$ cat src/rtl/fpu_arbiter_if.sv
`default_nettype none
// +--------------------------------------------------------------------+
// | fpu_arbiter_if : requester, FPU and response bundle of fpu_arbiter  |
// | Rev 1.0                                                            |
// +--------------------------------------------------------------------+
interface fpu_arbiter_if;
  logic        r0_valid;
  logic        r0_ready;
  logic [15:0] r0_a;
  logic [15:0] r0_b;
  logic [3:0]  r0_opcode;
  logic        r1_valid;
  logic        r1_ready;
  logic [15:0] r1_a;
  logic [15:0] r1_b;
  logic [3:0]  r1_opcode;
  logic        fpu_enable;
  logic [15:0] fpu_a;
  logic [15:0] fpu_b;
  logic [3:0]  fpu_opcode;
  logic [15:0] fpu_result;
  logic        rsp_valid;
  logic        rsp_ready;
  logic        rsp_id;
  logic [15:0] rsp_result;
  logic        rsp_err;
  logic        busy;
  logic [15:0] op_count;

  modport slave (
    input  r0_valid, r0_a, r0_b, r0_opcode,
    input  r1_valid, r1_a, r1_b, r1_opcode,
    input  fpu_result, rsp_ready,
    output r0_ready, r1_ready,
    output fpu_enable, fpu_a, fpu_b, fpu_opcode,
    output rsp_valid, rsp_id, rsp_result, rsp_err, busy, op_count
  );

  modport master (
    output r0_valid, r0_a, r0_b, r0_opcode,
    output r1_valid, r1_a, r1_b, r1_opcode,
    output fpu_result, rsp_ready,
    input  r0_ready, r1_ready,
    input  fpu_enable, fpu_a, fpu_b, fpu_opcode,
    input  rsp_valid, rsp_id, rsp_result, rsp_err, busy, op_count
  );
endinterface
`default_nettype wire

$ cat src/rtl/fpu_arbiter.sv
`default_nettype none
// +--------------------------------------------------------------------+
// | fpu_arbiter : round-robin share of one half-precision FPU           |
// | Rev 1.0                                                            |
// +--------------------------------------------------------------------+
module fpu_arbiter #(
  parameter int LAT     = 2,
  parameter int NUM_OPS = 2
) (
  input  logic         clk,
  input  logic         rst_n,
  fpu_arbiter_if.slave bus
);
  localparam logic [1:0]  c_idle    = 2'd0;
  localparam logic [1:0]  c_busy    = 2'd1;
  localparam logic [1:0]  c_resp    = 2'd2;
  localparam logic [3:0]  c_lat_m1  = 4'(LAT - 1);
  localparam logic [4:0]  c_num_ops = 5'(NUM_OPS);
  localparam logic [15:0] c_qnan    = 16'h7E00;

  logic [1:0]  r_state;
  logic [1:0]  w_next_state;
  logic        r_last_grant;
  logic        r_id;
  logic        r_rsp_err;
  logic [15:0] r_a;
  logic [15:0] r_b;
  logic [3:0]  r_opcode;
  logic [3:0]  r_cnt;
  logic [15:0] r_rsp_result;
  logic [15:0] r_op_count;

  logic        w_grant;
  logic        w_hs;
  logic        w_legal;
  logic        w_rsp_hs;
  logic [15:0] w_req_a;
  logic [15:0] w_req_b;
  logic [3:0]  w_req_opcode;

  // A lone requester always wins; on a tie the one not served last wins.
  always_comb begin
    if (bus.r0_valid && bus.r1_valid) begin
      w_grant = ~r_last_grant;
    end else begin
      w_grant = bus.r1_valid;
    end
    w_hs         = (r_state == c_idle) && (w_grant ? bus.r1_valid : bus.r0_valid);
    w_req_a      = w_grant ? bus.r1_a      : bus.r0_a;
    w_req_b      = w_grant ? bus.r1_b      : bus.r0_b;
    w_req_opcode = w_grant ? bus.r1_opcode : bus.r0_opcode;
    w_legal      = ({1'b0, w_req_opcode} < c_num_ops);
    w_rsp_hs     = (r_state == c_resp) && bus.rsp_ready;
  end

  always_ff @(posedge clk or negedge rst_n) begin
    if (!rst_n) begin
      r_state <= c_idle;
    end else begin
      r_state <= w_next_state;
    end
  end

  always_comb begin
    w_next_state = r_state;
    case (r_state)
      c_idle: if (w_hs) w_next_state = w_legal ? c_busy : c_resp;
      c_busy: if (r_cnt == 4'd0) w_next_state = c_resp;
      c_resp: if (bus.rsp_ready) w_next_state = c_idle;
      default: w_next_state = c_idle;
    endcase
  end

  // Operands are isolated to zero outside BUSY so the FPU inputs stay quiet.
  always_comb begin
    bus.fpu_enable = 1'b0;
    bus.fpu_a      = 16'd0;
    bus.fpu_b      = 16'd0;
    bus.fpu_opcode = 4'd0;
    if (r_state == c_busy) begin
      bus.fpu_enable = 1'b1;
      bus.fpu_a      = r_a;
      bus.fpu_b      = r_b;
      bus.fpu_opcode = r_opcode;
    end
    bus.r0_ready   = w_hs && !w_grant;
    bus.r1_ready   = w_hs && w_grant;
    bus.rsp_valid  = (r_state == c_resp);
    bus.busy       = (r_state != c_idle);
    bus.rsp_id     = r_id;
    bus.rsp_result = r_rsp_result;
    bus.rsp_err    = r_rsp_err;
    bus.op_count   = r_op_count;
  end

  always_ff @(posedge clk or negedge rst_n) begin
    if (!rst_n) begin
      r_last_grant <= 1'b1;
      r_id         <= 1'b0;
      r_a          <= 16'd0;
      r_b          <= 16'd0;
      r_opcode     <= 4'd0;
      r_cnt        <= 4'd0;
      r_rsp_result <= 16'd0;
      r_rsp_err    <= 1'b0;
      r_op_count   <= 16'd0;
    end else begin
      if (w_hs) begin
        r_a          <= w_req_a;
        r_b          <= w_req_b;
        r_opcode     <= w_req_opcode;
        r_id         <= w_grant;
        r_last_grant <= w_grant;
        r_cnt        <= c_lat_m1;
        if (!w_legal) begin
          r_rsp_result <= c_qnan;
          r_rsp_err    <= 1'b1;
        end
      end
      if (r_state == c_busy) begin
        r_cnt <= r_cnt - 4'd1;
        if (r_cnt == 4'd0) begin
          r_rsp_result <= bus.fpu_result;
          r_rsp_err    <= 1'b0;
        end
      end
      if (w_rsp_hs) begin
        r_op_count <= r_op_count + 16'd1;
      end
    end
  end
endmodule
`default_nettype wire

$ cat src/flat_wrapper.sv
// flat-port wrapper written by rule: the top's interface ports become plain ports
module fpu_arbiter_flat 
#(
  parameter int LAT     = 2,
  parameter int NUM_OPS = 2
)
  (clk, rst_n, bus_r0_valid, bus_r0_a, bus_r0_b, bus_r0_opcode, bus_r1_valid, bus_r1_a, bus_r1_b, bus_r1_opcode, bus_fpu_result, bus_rsp_ready, bus_r0_ready, bus_r1_ready, bus_fpu_enable, bus_fpu_a, bus_fpu_b, bus_fpu_opcode, bus_rsp_valid, bus_rsp_id, bus_rsp_result, bus_rsp_err, bus_busy, bus_op_count);
  fpu_arbiter_if bus_i ();
  input  logic clk;
  input  logic rst_n;
  input wire logic [$bits(bus_i.r0_valid)-1:0] bus_r0_valid;
  input wire logic [$bits(bus_i.r0_a)-1:0] bus_r0_a;
  input wire logic [$bits(bus_i.r0_b)-1:0] bus_r0_b;
  input wire logic [$bits(bus_i.r0_opcode)-1:0] bus_r0_opcode;
  input wire logic [$bits(bus_i.r1_valid)-1:0] bus_r1_valid;
  input wire logic [$bits(bus_i.r1_a)-1:0] bus_r1_a;
  input wire logic [$bits(bus_i.r1_b)-1:0] bus_r1_b;
  input wire logic [$bits(bus_i.r1_opcode)-1:0] bus_r1_opcode;
  input wire logic [$bits(bus_i.fpu_result)-1:0] bus_fpu_result;
  input wire logic [$bits(bus_i.rsp_ready)-1:0] bus_rsp_ready;
  output wire logic [$bits(bus_i.r0_ready)-1:0] bus_r0_ready;
  output wire logic [$bits(bus_i.r1_ready)-1:0] bus_r1_ready;
  output wire logic [$bits(bus_i.fpu_enable)-1:0] bus_fpu_enable;
  output wire logic [$bits(bus_i.fpu_a)-1:0] bus_fpu_a;
  output wire logic [$bits(bus_i.fpu_b)-1:0] bus_fpu_b;
  output wire logic [$bits(bus_i.fpu_opcode)-1:0] bus_fpu_opcode;
  output wire logic [$bits(bus_i.rsp_valid)-1:0] bus_rsp_valid;
  output wire logic [$bits(bus_i.rsp_id)-1:0] bus_rsp_id;
  output wire logic [$bits(bus_i.rsp_result)-1:0] bus_rsp_result;
  output wire logic [$bits(bus_i.rsp_err)-1:0] bus_rsp_err;
  output wire logic [$bits(bus_i.busy)-1:0] bus_busy;
  output wire logic [$bits(bus_i.op_count)-1:0] bus_op_count;
  assign bus_i.r0_valid = bus_r0_valid;
  assign bus_i.r0_a = bus_r0_a;
  assign bus_i.r0_b = bus_r0_b;
  assign bus_i.r0_opcode = bus_r0_opcode;
  assign bus_i.r1_valid = bus_r1_valid;
  assign bus_i.r1_a = bus_r1_a;
  assign bus_i.r1_b = bus_r1_b;
  assign bus_i.r1_opcode = bus_r1_opcode;
  assign bus_i.fpu_result = bus_fpu_result;
  assign bus_i.rsp_ready = bus_rsp_ready;
  assign bus_r0_ready = bus_i.r0_ready;
  assign bus_r1_ready = bus_i.r1_ready;
  assign bus_fpu_enable = bus_i.fpu_enable;
  assign bus_fpu_a = bus_i.fpu_a;
  assign bus_fpu_b = bus_i.fpu_b;
  assign bus_fpu_opcode = bus_i.fpu_opcode;
  assign bus_rsp_valid = bus_i.rsp_valid;
  assign bus_rsp_id = bus_i.rsp_id;
  assign bus_rsp_result = bus_i.rsp_result;
  assign bus_rsp_err = bus_i.rsp_err;
  assign bus_busy = bus_i.busy;
  assign bus_op_count = bus_i.op_count;
  fpu_arbiter #(.LAT(LAT), .NUM_OPS(NUM_OPS)) u_core (.clk(clk), .rst_n(rst_n), .bus(bus_i));
endmodule
$ cat config.mk
export PLATFORM = sky130hd
export DESIGN_NAME = fpu_arbiter_flat
export DESIGN_NICKNAME = d
export VERILOG_FILES = /design/src/rtl/fpu_arbiter_if.sv /design/src/rtl/fpu_arbiter.sv /design/src/flat_wrapper.sv
export SDC_FILE = /design/constraint.sdc
export NUM_CORES = 1
export LEC_CHECK = 0
export ABC_AREA = 1
export ABC_CLOCK_PERIOD_IN_PS = 3000
export CAP_MARGIN = 30
export CORE_MARGIN = 2
export CORE_UTILIZATION = 42
export CTS_CLUSTER_DIAMETER = 100
export DETAILED_ROUTE_END_ITERATION = 12
export HOLD_SLACK_MARGIN = 0.03
export PLACE_DENSITY = 0.85
export SYNTH_ARGS = -nofsm -noshare
export SYNTH_HDL_FRONTEND = slang
export SYNTH_SLANG_ARGS = --single-unit
$ cat constraint.sdc
create_clock -name clk -period 3 [get_ports clk]
set_clock_uncertainty 0.2 [all_clocks]
set_input_delay 0.9 -clock clk [delete_from_list [all_inputs] [get_ports clk]]
set_output_delay 0.9 -clock clk [all_outputs]
set_load 0.05 [all_outputs]
== Yosys cells after proc, flatten, opt, wreduce, memory -nomap -nowiden ==
Cells that the tools add are included.

* Flip-flop bits (word level): 77
* Latch bits: 0
* Memory bits (writable): 0
* Bits in read-only memories: 0
* Output and inout port bits: 75
* Memories: 0

* Add/subtract/negate cells: 2
* Multiply operators: 0
* Div/mod/pow operators: 0
* Order comparisons: 1
* Equality and inequality tests: 5
* Shift operators: 0
* Multiplexer cells: 24
* Bitwise operators: 1
* Reduce and logical (&&, ||, !) cells: 11

{| class="wikitable"
|+ Operators with widths
! cell !! number
|-
| 2-to-1 mux 16 bit || 8
|-
| adder 16 x 1 -> 16 bit, second input constant || 1
|-
| 2-to-1 mux 4 bit || 4
|-
| 2-to-1 mux 2 bit || 4
|-
| 2-to-1 mux 1 bit || 7
|-
| case mux 2 bit (3 select lines) || 1
|-
| logical AND 1 bit || 5
|-
| zero test 4 bit || 1
|-
| < comparator 4 x 2 -> 1 bit, second input constant || 1
|-
| inequality test 2 x 1 -> 1 bit, second input constant || 2
|-
| nonzero test 2 bit || 2
|-
| subtractor 4 x 1 -> 4 bit, second input constant || 1
|-
| AND reduction 3 bit || 1
|-
| equality test 2 x 1 -> 1 bit, second input constant || 1
|-
| equality test 2 bit, second input constant || 1
|-
| zero test 2 bit || 1
|-
| inequality test 2 bit, second input constant || 1
|-
| zero test 1 bit || 1
|-
| inverter 1 bit || 1
|}

== Depth between registers and ports, before layout ==
Gate-level depths: netlist (run 1).

* Word-level depth: 8
* Depth in mapped cells: 9

== Worst setup path before layout (run 1) ==
No wires, ideal clock.

* Path type: reg-to-output
* Start: register u_core.r_state[0]
* End: output port bus_fpu_a[13]
* Arrival time: 2005 ps
* Slack: -105 ps
* Cell stages (with the launch flop): 7
* Cell sequence: dfrtp_1 -> inv_2 -> nor2_4 -> inv_1 -> buf_2 -> buf_1 -> nor2_1

* Cells in the longest elaborated chain, start to end: 2

{| class="wikitable"
|+ Ends and longest elaborated chain
! element !! RTL line !! text
|-
| start: declaration || fpu_arbiter.sv:21 || <nowiki>logic [1:0] r_state;</nowiki>
|-
| start signal: assignment || fpu_arbiter.sv:58 || <nowiki>r_state <= c_idle;</nowiki>
|-
| start signal: assignment || fpu_arbiter.sv:60 || <nowiki>r_state <= w_next_state;</nowiki>
|-
| equality test 2 x 1 -> 1 bit || fpu_arbiter.sv:80 || <nowiki>if (r_state == c_busy) begin</nowiki>
|-
| 2-to-1 mux 16 bit || fpu_arbiter.sv:80 ||
|-
| end: declaration || flat_wrapper.sv:24 || <nowiki>output wire logic [$bits(bus_i.fpu_a)-1:0] bus_fpu_a;</nowiki>
|}

Every way passes these cells.

== Worst setup path in the final report (run 1) ==
* Start: input port bus_r1_valid
* End: output port bus_r1_ready

* Cells in the longest elaborated chain, start to end: 5

{| class="wikitable"
|+ Ends and longest elaborated chain
! element !! RTL line !! text
|-
| start: declaration || flat_wrapper.sv:15 || <nowiki>input wire logic [$bits(bus_i.r1_valid)-1:0] bus_r1_valid;</nowiki>
|-
| logical AND 1 bit || fpu_arbiter.sv:43 || <nowiki>if (bus.r0_valid && bus.r1_valid) begin</nowiki>
|-
| 2-to-1 mux 1 bit || fpu_arbiter.sv:43 ||
|-
| 2-to-1 mux 1 bit || fpu_arbiter.sv:48 || <nowiki>w_hs = (r_state == c_idle) && (w_grant ? bus.r1_valid : bus.r0_valid);</nowiki>
|-
| logical AND 1 bit || fpu_arbiter.sv:48 ||
|-
| logical AND 1 bit (*) || fpu_arbiter.sv:87 || <nowiki>bus.r1_ready = w_hs && w_grant;</nowiki>
|-
| end: declaration || flat_wrapper.sv:22 || <nowiki>output wire logic [$bits(bus_i.r1_ready)-1:0] bus_r1_ready;</nowiki>
|}

Mark *: on every way between the ends. The rest lies on a longest branch, timed or not.

==> key figures, run 1 <==
Outcome
  – Status: completed

Logic synthesis
  – Ys flop type: dfrtp_1
  – Adder-Cell Fraction of Synth Area: 0.00938
  – Async set-reset flop share out of synthesis: 1.00
  – Synth Area in Compound Gates: 0.114
  – Synth area leaders: dfrtp_1 48%, nand2_1 15%, inv_1 7.3%
  – FF+latch count, synth: 77
  – Mapped Area: 0.00400 sq mm
  – Largest family of logic cells by synthesized area: simple AND/OR/NAND/NOR gates
  – Post-synth top area cell: dfrtp_1
  – XOR/XNOR share of the synthesized area: 0.0175
  – Syn Inst Count: 503
  – Net Count, Synth: 599
  – Register area share after synthesis: 0.482
  – Post-Synth Simple-Gate Area: 0.273
  – Post-synth EDFFs: 0
  – Share of the synthesized area in the top cell type: 0.475
  – Mux cell area share after synthesis: 0
  – Yosys cell types: 30
  – Syn. warnings: 0
  – Post-Syn Area per Cell: 7.95 sq um

Route
  – ANT nets after route: 0
  – WL final: 10200 microns
  – Routed WL per cell: 12.6 microns
  – Via density: 4.66
  – DR iter-0 viols: 97
  – Drt drc: 0
  – Vias: 3765
  – DR pass1 iterations: 4

Power and ir drop
  – Leakage: 2.82 nW
  – Pwr Density: 688 mW/mm^2
  – Worst vdd ir: 0.490 mV

GRT
  – First-pass GRT wire length: 16700 microns
  – Antenna violations before repair: 0
  – Largest net degree at the start of global routing: 42
  – GRT Util Overall: 0.205
  – Grt total ovfl: 0
  – Vias in the first global route: 3718

STA
  – Unrepaired setup endpoints after global routing: no
  – Max-slew violations: 0
  – Normalized max-slew margin: 0.624
  – Max frequency: 0.339 GHz
  – Final Hold Viols: 0
  – Fin crit share: 0.982
  – Worst-Margin Slew: 0.562 ns
  – Fin crit period: 2.95 ns
  – Setup Viol. Count Final: 0
  – PnR worst setup slack: 0.0528 ns

Clock tree
  – Hold_buf cts: 0
  – Max Root-Sink Buffers: 2
  – Total CTS buffers: 9
  – Level count of the clock H-tree: 3
  – Clk slew on worst S/H paths: 0.08 ns
  – Worst skew pair latency: 0.34 ns
  – Sink Count: 77
  – CTS tree: built
  – Root Driver: clkbuf_8

Die
  – DIE AREA: 0.0103 sq mm
  – Io pins: 168
  – Starting Density: 0.433
  – Rows: 35
  – Area of the core: 0.00924 sq mm
  – Die Wd: 102 microns
  – Die height: 102 microns

Placed design
  – IO buf count: 167
  – GPL Wtd Cong: 0.826
  – Dpl hpwl: 7690 microns
  – Pre-CTS WS: -0.178 ns

Setup path
  – Crit path max-delay family: buffers and inverters
  – Critical-path top delay cell: dlygate4sd2_1
  – Crit path cell chain: dlygate4sd2_1 > inv_1 > a21oi_4 > inv_4 > nor2_8 > buf_12
  – Reg2Reg Depth: 8
  – CP bufs+invs: 4
  – Critical Path Start Type: input port
  – Worst-path fanout max: 5
  – Critical path depth: 6
  – CP endpoint kind: output port
  – Worst setup path class: in -> out
  – Critical Path RT: 1.90 ns
  – RR Startpoint: u_core.r_state[0]
  – Arr. time, crit path: 1.85 ns
  – FF-to-FF End: u_core.bus.rsp_result[10]
  – Largest stage delay, worst path: 0.29 ns
  – R2R setup slack: 0.81 ns

Layout
  – Final Util: 0.641
  – Share of cells above drive strength 1: 0.140
  – Ant. Diodes: 0
  – Area delta synth->final: 48.1%
  – Nets: 770

Min path
  – Min-delay src: u_core.r_opcode[1]
  – Hold Path End: u_core.r_opcode[1]
  – Worst hold stages: 2
  – Hold/Removal Path Class: reg -> reg

Flow run
  – Max_cap viols: 0
-- sequential cells by signal, summed over array words and instances (netlist names) --
name                   flops
u_core.r_a                16
u_core.r_cnt               4
u_core.r_b                16
u_core.r_state             2
u_core.r_last_grant        1
u_core.bus.rsp_err         1
u_core.bus.rsp_result     16
u_core.r_opcode            4
u_core.bus.rsp_id          1
u_core.bus.op_count       16
-- cell usage after synthesis (5+ instances only) --
cell type,instances
dfrtp_1,76
a21oi_1,8
nand2_1,158
buf_2,6
o211ai_2,16
inv_1,78
o211ai_1,17
o21ai_0,10
buf_6,5
nor2_1,77
nand3_1,11
nor3_1,5
-- placed cells by master, fill, tap and decap left out, types with 3 or more instances in the layout --
cell type,Yosys,final
xnor2_1,4,4
buf_4,2,44
o21ai_0,10,10
buf_12,0,4
xor2_1,4,4
clkinv_4,0,3
clkbuf_8,0,9
nor2_1,77,77
clkdlybuf4s50_1,0,125
dfrtp_1,76,76
ha_1,3,3
nand3_1,11,11
a21oi_1,8,8
nand2_1,158,158
nor3_1,5,5
inv_1,78,77
inv_2,2,3
o211ai_2,16,16
o211ai_1,17,17
nor2_4,4,4
-- stage by stage --
stage	area (sq um)	TNS, ns	power (mW)	hold WS (ns)	cells
finish	5920	0	4.08	0.297	808
CTS	5920	0	4.13	0.304	808
global placement	5730	-0.231	3.31	0.269	791
floorplan	4000	-2.09	2.80	0.253	503
global route	5920	0	4.37	0.333	808
detailed placement	5730	-1.07	3.38	0.284	791
-- tightest hold or removal path, stage by stage (launching register included) --
cell     delay (ns)
dfrtp_1        0.36
nand2_1        0.05
o21ai_0        0.06
-- cell type report --
| type | instances | area (sq um) |
|---|---|---|
| clock buffer | 9 | 124 |
| sequential | 77 | 1930 |
| multi-input combinational | 329 | 1650 |
| tap | 129 | 161 |
| clock inverter | 7 | 58.8 |
| inverter | 81 | 307 |
| timing repair buffer | 176 | 1690 |
| fill | 798 | 3320 |
-- logic make-up (layout without fill, tap and decap cells) --
logic type      after synthesis  in the layout
fa+ha+maj                     3              3
flops                        77             77
compound gates               55             55
simple gates                263            263
buf+inv                      97            273
xor+xnor                      8              8
-- report_power, final --
part | internal [mW] | switching (mW) | total (mW)
Clock | 0.310 | 0.410 | 0.720
Combinational | 0.687 | 1.16 | 1.85
Sequential | 1.36 | 0.148 | 1.51
Total | 2.35 | 1.72 | 4.08
-- layer usage --
layer | vias up | track usage | part of all wire
met5 | - | 0 | 0
met4 | 0 | 0.0748 | 0.021
met3 | 18 | 0.0428 | 0.061
met2 | 117 | 0.360 | 0.51
met1 | 1745 | 0.249 | 0.41
li1 | 1885 | - | -
-- how the worst max path moves through the flow --
stage	slack (ns)	endpoint	start
after global placement	-0.12	bus_r0_ready	bus_r1_valid
after detailed placement	-0.18	bus_r1_ready	bus_r1_valid
after global routing	0.03	bus_r1_ready	bus_r1_valid
after CTS	0.04	bus_fpu_enable	u_core.r_state[0]
final	0.05	bus_r1_ready	bus_r1_valid
after floorplan	-0.10	bus_fpu_a[13]	u_core.r_state[0]
-- repair_timing --
action	4_1_cts	5_1_grt
setup endpoints to repair	2	1
gates cloned	0	0
gates resized for setup	3	1
pin swaps	1	0
setup buffers	1	0
Power figures use the tool's default switching activity.
==> run 2: changes to the inputs <==
--- a/config.mk
+++ b/config.mk
@@ -6,14 +6,14 @@
 export NUM_CORES = 1
 export LEC_CHECK = 0
 export ABC_AREA = 1
-export ABC_CLOCK_PERIOD_IN_PS = 3000
+export ABC_CLOCK_PERIOD_IN_PS = 3200
 export CAP_MARGIN = 30
-export CORE_MARGIN = 2
 export CORE_UTILIZATION = 42
 export CTS_CLUSTER_DIAMETER = 100
 export DETAILED_ROUTE_END_ITERATION = 12
 export HOLD_SLACK_MARGIN = 0.03
 export PLACE_DENSITY = 0.85
+export SKIP_CTS_REPAIR_TIMING = 1
 export SYNTH_ARGS = -nofsm -noshare
 export SYNTH_HDL_FRONTEND = slang
 export SYNTH_SLANG_ARGS = --single-unit
==> constraint.sdc (replaced) <==
create_clock -name clk -period 3.2 [get_ports clk]
set_clock_uncertainty 0.2 [all_clocks]
set_input_delay 0.96 -clock clk [delete_from_list [all_inputs] [get_ports clk]]
set_output_delay 0.96 -clock clk [all_outputs]
set_load 0.05 [all_outputs]
==> run 2 against run 1 <==
Effect of this change:
- global-route usage up 0.22 points
- sequential share of layout area down 0.37 points
- non-clock buffer count up 3
- register-to-register slack better by 0.15 ns
- power down 2.4%
- first-iteration DRC count up 8.2%
- wire length down 3.9%
- sequential power down 7%
- critical path depth down 3
==> key figures, run 2 (synthesis gave the netlist of run 1 again) <==
Die
  – Die Wd: 99.6 microns
  – Rows: 35
  – Io pins: 168
  – Starting Density: 0.433
  – Die height: 99.6 microns
  – Area of the core: 0.00924 sq mm
  – DIE AREA: 0.00992 sq mm

Layout
  – Multi-input gate area: 0.00165 sq mm
  – Share of cells above drive strength 1: 0.144
  – Flip-flop and latch area: 0.00193 sq mm
  – Filler cells: 761
  – Final Instance Count excl. Fillers: 811
  – Most common cell after layout, fill and taps aside: nand2_1
  – Final instance area: 0.00599 sq mm
  – Area delta synth->final: 49.7%
  – Commonest cells after routing, fill and taps aside: 158 x nand2_1, 126 x clkdlybuf4s50_1, 77 x nor2_1, 76 x inv_1, 76 x dfrtp_1
  – Nets: 773
  – Ant. Diodes: 0

Clock tree
  – CTS tree: built
  – Total CTS buffers: 9
  – Clk slew on worst S/H paths: 0.08 ns
  – Max Root-Sink Buffers: 2
  – Root Driver: clkbuf_8
  – Sink Count: 77
  – Worst skew pair latency: 0.34 ns
  – Level count of the clock H-tree: 3

Placed design
  – Placed Area: 0.00572 sq mm
  – Dpl hpwl: 7230 microns
  – GPL Wtd Cong: 0.841
  – Dpl cells: 792
  – IO buf count: 167

Flow run
  – Max_cap viols: 0

Setup path
  – FF-to-FF End: u_core.bus.rsp_result[12]
  – Worst setup path class: reg -> out
  – R2R setup slack: 0.96 ns
  – Reg2Reg Depth: 8
  – Critical Path Start Type: flop
  – RR Startpoint: u_core.r_state[0]
  – Worst-path fanout max: 4
  – Critical Path RT: 2.04 ns
  – CP endpoint kind: output port
  – Arr. time, crit path: 1.79 ns

Route
  – DR top layer: met4
  – Vias: 3750
  – Routed WL per cell: 12.1 microns
  – WL final: 9820 microns
  – Via density: 4.62
  – DR pass1 iterations: 4
  – Met2 Routed Length: 4910 microns
  – Drt drc: 0
  – Metal3 WL: 487 microns
  – Met1 wire length: 4230 microns
  – DR iter-0 viols: 105
  – ANT nets after route: 0

STA
  – Worst-Margin Slew: 0.576 ns
  – Final TNS setup: 0 ns
  – Setup Viol. Count Final: 0
  – Unrepaired setup endpoints after global routing: no
  – Fin crit share: 0.921
  – Max frequency: 0.339 GHz
  – Normalized max-slew margin: 0.615
  – Max-slew violations: 0
  – Fin crit period: 2.95 ns
  – Final Hold Viols: 0

Min path
  – Hold/Removal Path Class: in -> async

Power and ir drop
  – Leakage: 2.86 nW
  – Worst vdd ir: 0.427 mV
  – Pwr Density: 664 mW/mm^2

Outcome
  – Status: completed

GRT
  – Grt total ovfl: 0
  – Largest net degree at the start of global routing: 78
  – First-pass GRT wire length: 16600 microns
  – Antenna violations before repair: 0
  – Vias in the first global route: 3744
  – GRT Util Overall: 0.207
==> run 2: power breakdown <==
part	switching (mW)	internal, mW
Sequential	0.141	1.27
Combinational	1.09	0.653
Clock	0.337	0.480
Total	1.57	2.41
==> run 2: how the worst max path moves through the flow <==
stage,startpoint,end,cells after the start
floorplan,u_core.r_state[0],bus_fpu_a[13],6
global placement,bus_r1_valid,bus_r1_ready,6
detailed placement,bus_r1_valid,bus_r0_ready,6
CTS,bus_r1_valid,bus_r0_ready,6
global route,u_core.r_state[0],bus_fpu_enable,3
finish,u_core.r_state[0],bus_fpu_enable,3
==> run 2: cell type report <==
cell class / instances / share of cell area
clock buffers: 12 / 0.0259
clock inverters: 4 / 0.0117
inverters: 81 / 0.0516
multi-input cells: 329 / 0.276
flip-flops and latches: 77 / 0.322
well taps: 129 / 0.0269
repair buffers: 179 / 0.286
==> run 2: per-stage QoR <==
step	hold slack [ns]	total power [mW]	setup slack, ns	utilization
after floorplan	0.253	2.63	0.0354	-
after global placement	0.268	3.11	0.0226	0.619
after detailed placement	0.303	3.17	-0.0178	0.619
after CTS	0.320	4.00	-0.0239	0.643
after global routing	0.185	4.25	0.191	0.648
final	0.207	3.98	0.253	0.648
==> run 2: worst max-delay path, cell delays in order (launching register included) <==
cell and delay [ns]:
dfrtp_1 0.42, inv_2 0.09, nor2_4 0.11, clkdlybuf4s50_1 0.83
==> run 2: routing by layer <==
metal | global-route usage | vias to the layer above
met4 | 0.0735 | 0
met1 | 0.249 | 1727
met2 | 0.372 | 121
met3 | 0.0387 | 18
li1 | - | 1884
met5 | 0 | -
==> run 3: changes to the inputs <==
--- a/config.mk
+++ b/config.mk
@@ -7,7 +7,7 @@
 export LEC_CHECK = 0
 export ABC_AREA = 1
 export ABC_CLOCK_PERIOD_IN_PS = 3200
-export CAP_MARGIN = 30
+export CAP_MARGIN = 0
 export CORE_UTILIZATION = 42
 export CTS_CLUSTER_DIAMETER = 100
 export DETAILED_ROUTE_END_ITERATION = 12
==> run 3 against run 2 <==
Effect of this change:
- via count is essentially flat
- maximum frequency is essentially flat
- cell area fell by 0.46%
- utilization fell by 0.30 points
- register-to-register slack about the same
- clock-buffer cell count unchanged
- die area unchanged
- combinational power hardly changed
- power fell by 0.19%
- first-iteration DRC count unchanged
- non-clock buffer count decreased by 1
- sequential power about the same
- largest cell class unchanged
- critical endpoint unchanged
==> key figures, run 3 (synthesis gave the netlist of run 1 again) <==
Route
  – Drt drc: 0
  – DR top layer: met4
  – Via density: 4.63
  – WL final: 9810 microns
  – Metal3 WL: 477 microns
  – DR pass1 iterations: 4
  – ANT nets after route: 0
  – Vias: 3748
  – DR iter-0 viols: 105
  – Routed WL per cell: 12.1 microns
  – Met2 Routed Length: 4910 microns
  – Met1 wire length: 4220 microns

Setup path
  – Worst-path fanout max: 4
  – Critical Path RT: 2.04 ns
  – Arr. time, crit path: 1.79 ns
  – Worst setup path class: reg -> out
  – CP endpoint kind: output port
  – Critical Path Start Type: flop

Clock tree
  – Worst skew pair latency: 0.34 ns
  – Max Root-Sink Buffers: 2
  – Total CTS buffers: 9
  – CTS tree: built
  – Level count of the clock H-tree: 3
  – Clk slew on worst S/H paths: 0.08 ns
  – Sink Count: 77
  – Root Driver: clkbuf_8

STA
  – Final Hold Viols: 0
  – Normalized max-slew margin: 0.377
  – Worst-Margin Slew: 0.934 ns
  – Fin crit period: 2.95 ns
  – PnR worst setup slack: 0.253 ns
  – Fin crit share: 0.921
  – Max frequency: 0.339 GHz
  – Max-slew violations: 0
  – Unrepaired setup endpoints after global routing: no
  – Final TNS setup: 0 ns
  – Setup Viol. Count Final: 0

Min path
  – Hold/Removal Path Class: reg -> reg

GRT
  – Largest net degree at the start of global routing: 78
  – Vias in the first global route: 3744
  – First-pass GRT wire length: 16600 microns
  – Grt total ovfl: 0
  – Antenna violations before repair: 0
  – GRT Util Overall: 0.207

Die
  – Area of the core: 0.00924 sq mm
  – Die height: 99.6 microns
  – DIE AREA: 0.00992 sq mm
  – Rows: 35
  – Io pins: 168
  – Starting Density: 0.433
  – Die Wd: 99.6 microns

Layout
  – Nets: 772
  – Final instance area: 0.00596 sq mm
  – Commonest cells after routing, fill and taps aside: 158 x nand2_1, 126 x clkdlybuf4s50_1, 77 x nor2_1, 76 x inv_1, 76 x dfrtp_1
  – Filler cells: 763
  – Ant. Diodes: 0
  – Most common cell after layout, fill and taps aside: nand2_1
  – Share of cells above drive strength 1: 0.142
  – Area delta synth->final: 49.1%

Placed design
  – Placed Area: 0.00572 sq mm
  – Pre-CTS WS: -0.0178 ns
  – GPL Wtd Cong: 0.841
  – IO buf count: 167
  – Dpl hpwl: 7230 microns

Flow run
  – Max_cap viols: 0

Power and ir drop
  – Pwr Density: 666 mW/mm^2
  – Worst vdd ir: 0.426 mV
  – Leakage: 2.85 nW

Outcome
  – Status: completed
## run 3: changes by cell type in the layout (fill, tap and decap cells not counted)
cell / delta
buf_16: -1
## run 3: metal layers
layer  vias up  global-route usage
li1       1883                   -
met3        18              0.0387
met4         0              0.0735
met1      1729               0.249
met2       118               0.372
met5         -                   0
## run 3: cell type report
type / instances / area, sq um / share of cell area
sequential: 77 / 1930 / 0.323
timing repair buffer: 178 / 1690 / 0.283
multi-input combinational: 329 / 1650 / 0.277
inverter: 81 / 309 / 0.0518
tap: 129 / 161 / 0.0271
clock buffer: 12 / 155 / 0.0260
clock inverter: 4 / 70.1 / 0.0117
## run 3: path summary, 6_finish.rpt
| kind | endpoint | depth (start not counted) | from | slack [ns] |
|---|---|---|---|---|
| max | bus_fpu_enable | 3 | u_core.r_state[0] | 0.25 |
| max reg2reg | u_core.bus.rsp_result[12] | 8 | u_core.r_state[0] | 0.96 |
| max in group asynchronous | u_core.r_cnt[2] | 1 | rst_n | 1.64 |
| min | u_core.r_last_grant | 2 | u_core.r_last_grant | 0.31 |
| min in group asynchronous | u_core.r_b[1] | 1 | rst_n | 0.56 |
| min reg2reg | u_core.r_last_grant | 2 | u_core.r_last_grant | 0.31 |
## run 3: stage by stage
stage / hold slack, ns / std cells / utilization / power, mW
after floorplan: 0.253 / 503 / - / 2.63
after global placement: 0.268 / 792 / 0.619 / 3.11
after detailed placement: 0.303 / 792 / 0.619 / 3.17
after CTS: 0.320 / 808 / 0.643 / 4.00
after global routing: 0.340 / 810 / 0.645 / 4.24
final: 0.314 / 810 / 0.645 / 3.97
## run 3: report_power, final
part           switching [mW]  total (mW)  internal, mW
sequential              0.141        1.41          1.27
clock                   0.335       0.815         0.480
combinational            1.09        1.74         0.649
## run 3: critical path: stages, from the launching register on
cell	delay, ns
dfrtp_1	0.42
inv_2	0.09
nor2_4	0.11
clkdlybuf4s50_1	0.83
